## src/rtl/nn_seq_pkg.sv

```systemverilog
// Shared types and constants for the neural-network layer sequencer.
package nn_seq_pkg;

    // Width of the shared phase/timeout counter
    localparam int TW = 16;

    // Sequencer states
    typedef enum logic [2:0] {
        IDLE,
        LRST_FILL,
        FILL,
        LRST_RUN,
        RUN,
        DONE,
        ERR
    } seq_state_t;

    // Width of a layer index; never narrower than one bit
    function automatic int idx_w(input int n);
        return (n > 1) ? $clog2(n) : 1;
    endfunction

endpackage

```

## src/rtl/nn_layer_sequencer_if.sv

```systemverilog
// Control bus between the sequencer and the chained layer datapaths.
interface nn_layer_sequencer_if
    import nn_seq_pkg::*;
#(
    parameter int NUM_LAYERS = 2
);
    localparam int IW = idx_w(NUM_LAYERS);

    logic                  layer_rst;
    logic                  fill;
    logic [NUM_LAYERS-1:0] layer_req;
    logic [NUM_LAYERS-1:0] layer_ack;
    logic [IW-1:0]         layer_idx;

    modport master (
        output layer_rst,
        output fill,
        output layer_req,
        output layer_idx,
        input  layer_ack
    );

    modport slave (
        input  layer_rst,
        input  fill,
        input  layer_req,
        input  layer_idx,
        output layer_ack
    );

endinterface

```

## src/rtl/nn_seq_timer.sv

```systemverilog
// Phase timer: counts cycles while enabled and flags when the count
// equals a programmable limit. Saturates instead of wrapping.
module nn_seq_timer
    import nn_seq_pkg::*;
(
    input  logic          clk,
    input  logic          rst,
    input  logic          clr,
    input  logic          en,
    input  logic [TW-1:0] limit,
    output logic          expired
);

    logic [TW-1:0] cnt;

    // Cycle counter; clear has priority over counting
    always_ff @(posedge clk or negedge rst) begin
        if (!rst) begin
            cnt <= '0;
        end else if (clr) begin
            cnt <= '0;
        end else if (en && (cnt != '1)) begin
            cnt <= cnt + TW'(1);
        end
    end

    assign expired = (cnt == limit);

endmodule

```

## src/rtl/nn_layer_sequencer.sv

```systemverilog
// Control sequencer for a chain of NN layer datapaths: loads weights via
// the broadcast fill strobe, resets layer address counters before every
// phase, then walks the layers in order using their req/ack handshake.
// All outputs are registered decodes of the current state, so they trail
// the state register by one cycle.
module nn_layer_sequencer
    import nn_seq_pkg::*;
#(
    parameter int NUM_LAYERS  = 2,
    parameter int FILL_CYCLES = 2,
    parameter int TIMEOUT     = 255
) (
    input  logic                        clk,
    input  logic                        rst,
    input  logic                        start,
    input  logic                        cfg_load,
    nn_layer_sequencer_if.master        lbus,
    output logic                        busy,
    output logic                        done,
    output logic                        error,
    output logic                        cfg_valid
);

    localparam int IW = idx_w(NUM_LAYERS);
    localparam logic [IW-1:0] LAST_IDX = IW'(NUM_LAYERS - 1);

    seq_state_t            state;
    logic [IW-1:0]         idx;
    logic                  cfg_loaded;
    logic [NUM_LAYERS-1:0] ack_hist;

    logic [NUM_LAYERS-1:0] ack_rise_vec;
    logic                  ack_rise;
    logic [NUM_LAYERS-1:0] req_onehot;
    logic                  tmr_clr;
    logic                  tmr_en;
    logic [TW-1:0]         tmr_limit;
    logic                  tmr_expired;

    // Ack edge detection, request decode and timer control from current state
    always_comb begin
        ack_rise_vec    = lbus.layer_ack & ~ack_hist;
        ack_rise        = ack_rise_vec[idx];
        req_onehot      = '0;
        req_onehot[idx] = 1'b1;
        tmr_clr         = (state == LRST_FILL) || (state == LRST_RUN) ||
                          ((state == RUN) && ack_rise);
        tmr_en          = (state == FILL) || (state == RUN);
        tmr_limit       = (state == FILL) ? TW'(FILL_CYCLES - 1) : TW'(TIMEOUT);
    end

    nn_seq_timer u_timer (
        .clk     (clk),
        .rst     (rst),
        .clr     (tmr_clr),
        .en      (tmr_en),
        .limit   (tmr_limit),
        .expired (tmr_expired)
    );

    // Sequencer FSM with registered outputs and ack history
    always_ff @(posedge clk or negedge rst) begin
        if (!rst) begin
            state          <= IDLE;
            idx            <= '0;
            cfg_loaded     <= 1'b0;
            ack_hist       <= '0;
            lbus.layer_rst <= 1'b0;
            lbus.fill      <= 1'b0;
            lbus.layer_req <= '0;
            lbus.layer_idx <= '0;
            busy           <= 1'b0;
            done           <= 1'b0;
            error          <= 1'b0;
            cfg_valid      <= 1'b0;
        end else begin
            ack_hist       <= lbus.layer_ack;

            lbus.layer_rst <= (state == LRST_FILL) || (state == LRST_RUN);
            lbus.fill      <= (state == FILL);
            lbus.layer_req <= (state == RUN) ? req_onehot : '0;
            lbus.layer_idx <= idx;
            busy           <= (state != IDLE) && (state != ERR);
            done           <= (state == DONE);
            error          <= (state == ERR);
            cfg_valid      <= cfg_loaded;

            case (state)
                // Requests are only honoured once the busy output has dropped,
                // so the cycle right after a phase ends cannot retrigger.
                IDLE, ERR: begin
                    if (!busy) begin
                        if (cfg_load) begin
                            state <= LRST_FILL;
                        end else if (start && cfg_valid) begin
                            idx   <= '0;
                            state <= LRST_RUN;
                        end
                    end
                end
                LRST_FILL: begin
                    state <= FILL;
                end
                FILL: begin
                    if (tmr_expired) begin
                        cfg_loaded <= 1'b1;
                        state      <= IDLE;
                    end
                end
                LRST_RUN: begin
                    idx   <= '0;
                    state <= RUN;
                end
                RUN: begin
                    if (ack_rise) begin
                        if (idx == LAST_IDX) begin
                            state <= DONE;
                        end else begin
                            idx <= idx + IW'(1);
                        end
                    end else if (tmr_expired) begin
                        state <= ERR;
                    end
                end
                DONE: begin
                    idx   <= '0;
                    state <= IDLE;
                end
                default: begin
                    state <= IDLE;
                end
            endcase
        end
    end

endmodule

```

## src/flat_wrapper.sv

```systemverilog
// flat-port wrapper written by rule: the top's interface ports become plain ports
module nn_layer_sequencer_flat import nn_seq_pkg::*;
#(
    parameter int NUM_LAYERS  = 2,
    parameter int FILL_CYCLES = 2,
    parameter int TIMEOUT     = 255
)
  (clk, rst, start, cfg_load, busy, done, error, cfg_valid, lbus_layer_rst, lbus_fill, lbus_layer_req, lbus_layer_idx, lbus_layer_ack);
  nn_layer_sequencer_if #(.NUM_LAYERS(NUM_LAYERS)) lbus_i ();
  input  logic clk;
  input  logic rst;
  input  logic start;
  input  logic cfg_load;
  output logic busy;
  output logic done;
  output logic error;
  output logic cfg_valid;
  output wire logic [$bits(lbus_i.layer_rst)-1:0] lbus_layer_rst;
  output wire logic [$bits(lbus_i.fill)-1:0] lbus_fill;
  output wire logic [$bits(lbus_i.layer_req)-1:0] lbus_layer_req;
  output wire logic [$bits(lbus_i.layer_idx)-1:0] lbus_layer_idx;
  input wire logic [$bits(lbus_i.layer_ack)-1:0] lbus_layer_ack;
  assign lbus_layer_rst = lbus_i.layer_rst;
  assign lbus_fill = lbus_i.fill;
  assign lbus_layer_req = lbus_i.layer_req;
  assign lbus_layer_idx = lbus_i.layer_idx;
  assign lbus_i.layer_ack = lbus_layer_ack;
  nn_layer_sequencer #(.NUM_LAYERS(NUM_LAYERS), .FILL_CYCLES(FILL_CYCLES), .TIMEOUT(TIMEOUT)) u_core (.clk(clk), .rst(rst), .start(start), .cfg_load(cfg_load), .lbus(lbus_i), .busy(busy), .done(done), .error(error), .cfg_valid(cfg_valid));
endmodule
```

## config.mk

```make
export PLATFORM = sky130hd
export DESIGN_NAME = nn_layer_sequencer_flat
export DESIGN_NICKNAME = d
export VERILOG_FILES = /design/src/rtl/nn_seq_pkg.sv /design/src/rtl/nn_layer_sequencer_if.sv /design/src/rtl/nn_seq_timer.sv /design/src/rtl/nn_layer_sequencer.sv /design/src/flat_wrapper.sv
export SDC_FILE = /design/constraint.sdc
export NUM_CORES = 1
export LEC_CHECK = 0
export ABC_AREA = 0
export BUFFER_PORTS_ARGS = -buffer_cell sky130_fd_sc_hd__buf_2
export CAP_MARGIN = 20
export CORE_MARGIN = 2
export CORE_UTILIZATION = 58
export CTS_CLUSTER_DIAMETER = 150
export DETAILED_ROUTE_END_ITERATION = 10
export PLACE_DENSITY_LB_ADDON = 0.15
export SLEW_MARGIN = 20
export SYNTH_ARGS = -nofsm -noshare
export SYNTH_HDL_FRONTEND = slang
export SYNTH_HIERARCHICAL = 1
export SYNTH_SLANG_ARGS = --single-unit
```

## constraint.sdc

```tcl
create_clock -name clk -period 3.1 [get_ports clk]
set_input_delay 0.31 -clock clk [delete_from_list [all_inputs] [get_ports clk]]
set_output_delay 0.31 -clock clk [all_outputs]
set_load 0.02 [all_outputs]
```

==> results.toml, run 1 <==
[status]
run_status = "complete, no violations"

[routing]
drtIter0Drc = 72
vias_per_cell = 6.077
vias = 1428
drtAntennaViolNets = 0
drtPass1Iterations = 4
routedWlPerCell_um = 15.09
drc = 0
routed_wirelength_mm = 3.545

[sta]
drv_slew = 0
setup_viol = 0
slew_headroom_pct = 47.49
rsz0062_at_grt = "false"
final-hold-violation-count = 0
fin_tns_setup_ns = 0
worstMarginPinSlew_ns = 0.7850
period_minus_slack_ns = 2.568
holdWs_ns = 0.01034
fin_crit_sh_pct = 82.85
skew_ns = 0.007467
fmax_ghz = 0.3894

[die]
die_h_um = 59.37
rows = 20
die_w_um = 59.37
coreArea_mm2 = 0.002978
ioPinCount = 15
start_util_pct = 59.71
die-area_mm2 = 0.003524

[layout]
antenna_cells = 0
mostFrequentLayoutCell = "dfrtp_1"
areaGrowthSynthToFinish_pct = 8.234
drive_above_1_share_pct = 15.35
mostFrequentLayoutCells = "32 x dfrtp_1, 17 x xnor2_1, 17 x nor2_1"
nets = 209

[logic_synthesis]
syn_area_mm2 = 0.001778
synthAdderAreaFrac_pct = 0.7037
ys_types = 52
synth_compound_area_share_pct = 15.62
yosysWarnings = 6
synthArstFlopShare_pct = 100.0
yosys.area_share.simple_pct = 22.24
yosys.area.top_type = "dfrtp_1"
muxShareOfSynthArea_pct = 2.252
synthCells = 183
ys.flop_type = "dfrtp_1"
synth_edf_count = 0
netlist_top_cells_area = "dfrtp_1 45%, xnor2_1 8.4%, nor2_1 3.6%"
synth_xor_area_share_pct = 8.867
seq_area_frac_synth_pct = 45.04
synth.top_cell.area_share_pct = 45.04
ys_ff_latch = 32
postSynthAreaPerCell_um2 = 9.716
synth_top_family_by_area = "simple AND/OR/NAND/NOR gates"

[clocking]
clk_pin_slew_ns = 0.09
hold_buffers = 0
cts_setup_buffers = 0
cts_max_path_buffers = 2
numCtsBuffers = 5
clk_latency_ns = 0.33
root_buffer = "clkbuf_4"
cts_sinks = 32
post_cts_resized = 0
tritoncts = "done"
cts_max_level = 2

[global_routing]
grt_usage_pct = 23.72
grt_overflow = 0
grt_pass1_vias = 1437
antenna_found_initial = 0
grt_pass1_wl_mm = 6.203
grt_max_degree = 33

[critical_path]
critical_path_class = "reg2reg"
rrSetupSlack_ns = 0.53
cp_max_fo = 8
critPathLaunchType = "flip-flop"
cp-end-kind = "flip-flop"
arrival_ns = 2.78
worst-endpoint-required_ns = 3.31

[place]
portBuffers = 14
dp_hpwl_mm = 2.558
gp_congestion = 0.8675

[power]
worst_ir_drop_vdd_mv = 0.4019
power_leakage_uw = 0.0008499
power_density_mw_per_mm2 = 789.7

[flow_run]
maxCapViolCount = 0

[worst_hold_path]
hold_path.class = "in2async"
cell usage after synthesis, types with 4 or more instances:
cell,instances
nor2_1,17
nand4_1,9
xnor2_1,17
dfrtp_1,32
o21ai_0,7
or3_1,6
nor3_1,4
a21oi_1,11
nand2_1,8
inv_1,6
clkbuf_1,4
nand3_1,8
mux2i_1,4
critical path, cell delays in order (launching register included):
cell	delay (ns)
dfrtp_1	0.47
inv_1	0.22
nand2_1	0.12
nor2_1	0.19
inv_1	0.21
xnor2_1	0.19
nand4_1	0.11
nor4_1	0.48
mux2i_1	0.14
nor3_1	0.24
o22ai_2	0.09
where the power goes:
group	total, uW	internal [uW]	switching, uW	leakage [uW]
registers	638	501	137	0.000428
logic	665	277	387	0.000394
clock network	217	83.3	134	0.0000281
total	1520	861	658	0.000850
cell families (layout without fill, tap and decap cells):
| kind of cell | Yosys count | after routing |
|---|---|---|
| other | 2 | 9 |
| adder cells (fa/ha/maj) | 1 | 1 |
| buffers and inverters | 17 | 29 |
| flip-flops | 32 | 32 |
| XOR/XNOR | 18 | 18 |
| multiplexers | 4 | 4 |
| AND/OR/NAND/NOR | 69 | 69 |
| AO/OA/AOI/OAI | 40 | 40 |
worst paths after layout:
| path | startpoint | end | cells past startpoint |
|---|---|---|---|
| hold / removal | rst | u_core/u_timer/cnt[5] | 1 |
| hold reg to reg | u_core/cfg_loaded | u_core/cfg_valid | 0 |
| setup / recovery | u_core/state[0] | u_core/state[1] | 10 |
| min in group clk | lbus_layer_ack[1] | u_core/ack_hist[1] | 1 |
| setup reg to reg | u_core/state[0] | u_core/state[1] | 10 |
| max in group asynchronous | rst | u_core/u_timer/cnt[10] | 1 |
per-stage QoR:
step	cells	util, %	cell area (um^2)	setup slack (ns)	power, uW
after detailed placement	228	62.69	1867	0.5387	1290
final	235	64.62	1924	0.5317	1520
after CTS	235	64.24	1913	0.5278	1514
after global placement	228	62.69	1867	0.7216	1265
after global routing	235	64.62	1924	0.2007	1639
after floorplan	190	-	1804	0.9048	1152
layer usage:
| metal | vias to the layer above | GRT usage, % | routed length [um] |
|---|---|---|---|
| li1 | 690 | - | - |
| met1 | 706 | 27.59 | 1523 |
| met2 | 26 | 40.66 | 1867 |
| met3 | 6 | 7.860 | 104 |
| met4 | 0 | 8.117 | 50 |
| met5 | - | 0 | 0 |
sequential cells by signal, summed over array words and instances (netlist names), 2 cells and up:
register,count
u_core/u_timer/cnt,16
u_core/state,3
u_core/ack_hist,2
u_core/lbus.layer_req,2
cell type report:
cell class | count | area (um^2)
Fill cell | 251 | 1054
Timing Repair Buffer | 16 | 85.08
Inverter | 6 | 22.52
Clock buffer | 6 | 41.29
Tap cell | 33 | 41.29
Clock inverter | 1 | 5.005
Multi-Input combinational cell | 141 | 928.4
Sequential cell | 32 | 800.8
No activity file was read; power rests on OpenSTA's default activity.
==> run 2: changes to the inputs <==
==> constraint.sdc (replaced) <==
create_clock -name clk -period 2.6 [get_ports clk]
set_input_delay 0.26 -clock clk [delete_from_list [all_inputs] [get_ports clk]]
set_output_delay 0.26 -clock clk [all_outputs]
set_load 0.02 [all_outputs]
==> run 2 against run 1 <==
Against the previous run:
- wire length up 4.0%
- register-to-register slack got worse by 0.23 ns
- sequential cell count unchanged
- critical path depth fell by 1
- first-iteration DRC count rose by 24%
- utilization rose by 2.0 points
- sequential power increased by 16%
- final area increased by 3.1%
- sequential share of layout area fell by 1.2 points
- setup slack worse by 0.23 ns
- clock power rose by 68%
- final cell count is 2.6% higher
==> results.toml, run 2 (same netlist as run 1, synthesis figures left out) <==
[die]
rows = 20
start_util_pct = 59.71
die_w_um = 59.37
ioPinCount = 15
coreArea_mm2 = 0.002978
die_h_um = 59.37
die-area_mm2 = 0.003524

[power]
combPwrFrac_pct = 43.4
swShare_pct = 40.97
power_switching_uw = 799.9
p_clk_share_pct = 18.6
p_seq_share_pct = 38.0
power_density_mw_per_mm2 = 984.4
power_leakage_uw = 0.0008763
worst_ir_drop_vdd_mv = 0.7285
intPower_uw = 1152

[sta]
setup_viol = 0
fin_tns_setup_ns = 0
fin_crit_sh_pct = 88.54
skew_ns = 0.007096
worstMarginPinSlew_ns = 0.6841
rsz0062_at_grt = "false"
slew_headroom_pct = 54.40
drv_slew = 0
holdWs_ns = 0.05533
final-hold-violation-count = 0
fmax_ghz = 0.4344
setup_slack_ns = 0.2978
period_minus_slack_ns = 2.302

[layout]
top_register = "u_core/u_timer/cnt"
mostFrequentLayoutCells = "32 x dfrtp_1, 17 x xnor2_1, 17 x nor2_1"
utilization_pct = 66.60
fillers = 232
nets = 214
antenna_cells = 0
largestRegisters = "u_core/u_timer/cnt: 16 flops, u_core/state: 3 flops"
largest_register_ffs = 16
fin_cells = 241
areaGrowthSynthToFinish_pct = 11.54
drive_above_1_share_pct = 17.31
mostFrequentLayoutCell = "dfrtp_1"

[global_routing]
grt_max_degree = 33
grt_usage_pct = 23.12
antenna_found_initial = 0
grt_pass1_wl_mm = 6.051
grt_pass1_vias = 1341
grt_overflow = 0

[routing]
drtAntennaViolNets = 0
drtIter0Drc = 89
vias_per_cell = 6.033
drc = 0
routed_wirelength_mm = 3.686
vias = 1454
drtPass1Iterations = 4
routedWlPerCell_um = 15.29

[worst_hold_path]
hold_path.class = "in2reg"

[clocking]
cts_max_level = 2
cts_sinks = 32
numCtsBuffers = 5
root_buffer = "clkbuf_4"
clk_pin_slew_ns = 0.10
clk_latency_ns = 0.32
tritoncts = "done"
cts_max_path_buffers = 2

[place]
pre_cts_ws_ns = 0.3340
gp_congestion = 0.8451
place_inst = 232
portBuffers = 14
dp_hpwl_mm = 2.662

[critical_path]
cp_max_fo = 10
cp-end-kind = "flip-flop"
critical_path_class = "reg2reg"
critPathLaunchType = "flip-flop"
arrival_ns = 2.51
worst-endpoint-required_ns = 2.81

[flow_run]
maxCapViolCount = 0

[status]
run_status = "complete, no violations"
## run 2: changes by cell type in the layout (fill, tap and decap cells not counted), sizes merged
cell         delta
bufinv          +1
buf             +4
dlygate4sd3     +1
## run 2: through the flow
stage                     power [uW]  cell area, um^2
final                           1952             1983
after global routing            2080             1983
after CTS                       1966             1983
after detailed placement        1584             1897
after global placement          1554             1897
after floorplan                 1374             1804
## run 2: timing repair
action	in CTS	in global routing
hold buffers	1	0
setup buffers	0	0
resized for setup	0	0
setup endpoints to repair	0	0
hold endpoints to repair	32	0
## run 2: final cells by class
cell class	count	area (um^2)	share of cell area, %
Multi-Input combinational cell	141	917.1	46.25
Sequential cell	32	800.8	40.38
Timing Repair Buffer	21	125.1	6.309
Clock buffer	6	41.29	2.082
Tap cell	33	41.29	2.082
Clock inverter	2	35.03	1.767
Inverter	6	22.52	1.136
## run 2: critical path, stage by stage (launching register included)
cell and delay [ns]:
dfrtp_1 0.52, nand2_1 0.14, nor2_1 0.18, inv_1 0.20
xnor2_1 0.23, nand4_1 0.13, nor4_1 0.33, mux2i_1 0.13
nor3_1 0.22, o22ai_2 0.09
## run 2: final timing paths
path / from / endpoint / slack [ns] / cells after the start
min in group asynchronous: rst / u_core/ack_hist[0] / 0.50 / 2
max in group asynchronous: rst / u_core/cfg_loaded / 1.65 / 2
setup / recovery: u_core/state[1] / u_core/state[1] / 0.30 / 9
hold / removal: lbus_layer_ack[1] / u_core/ack_hist[1] / 0.06 / 1
hold reg to reg: u_core/cfg_loaded / u_core/cfg_valid / 0.39 / 0
setup reg to reg: u_core/state[1] / u_core/state[1] / 0.30 / 9
## run 2: power groups by stage
| stage | clock network, uW | logic [uW] | registers (uW) |
|---|---|---|---|
| 2_1_floorplan | 0 | 658 | 716 |
| 3_3_place_gp | 0 | 808 | 746 |
| 3_5_place_dp | 0 | 834 | 750 |
| 4_1_cts | 381 | 846 | 739 |
| 5_1_grt | 396 | 922 | 762 |
| 6_report | 364 | 847 | 741 |
## run 2: metal layers
layer | vias to the layer above | global-route usage [%] | wire [um]
met5 | - | 0 | 0
met4 | 0 | 9.091 | 62
met3 | 12 | 5.459 | 147
met2 | 52 | 39.56 | 1928
met1 | 685 | 27.89 | 1548
li1 | 705 | - | -
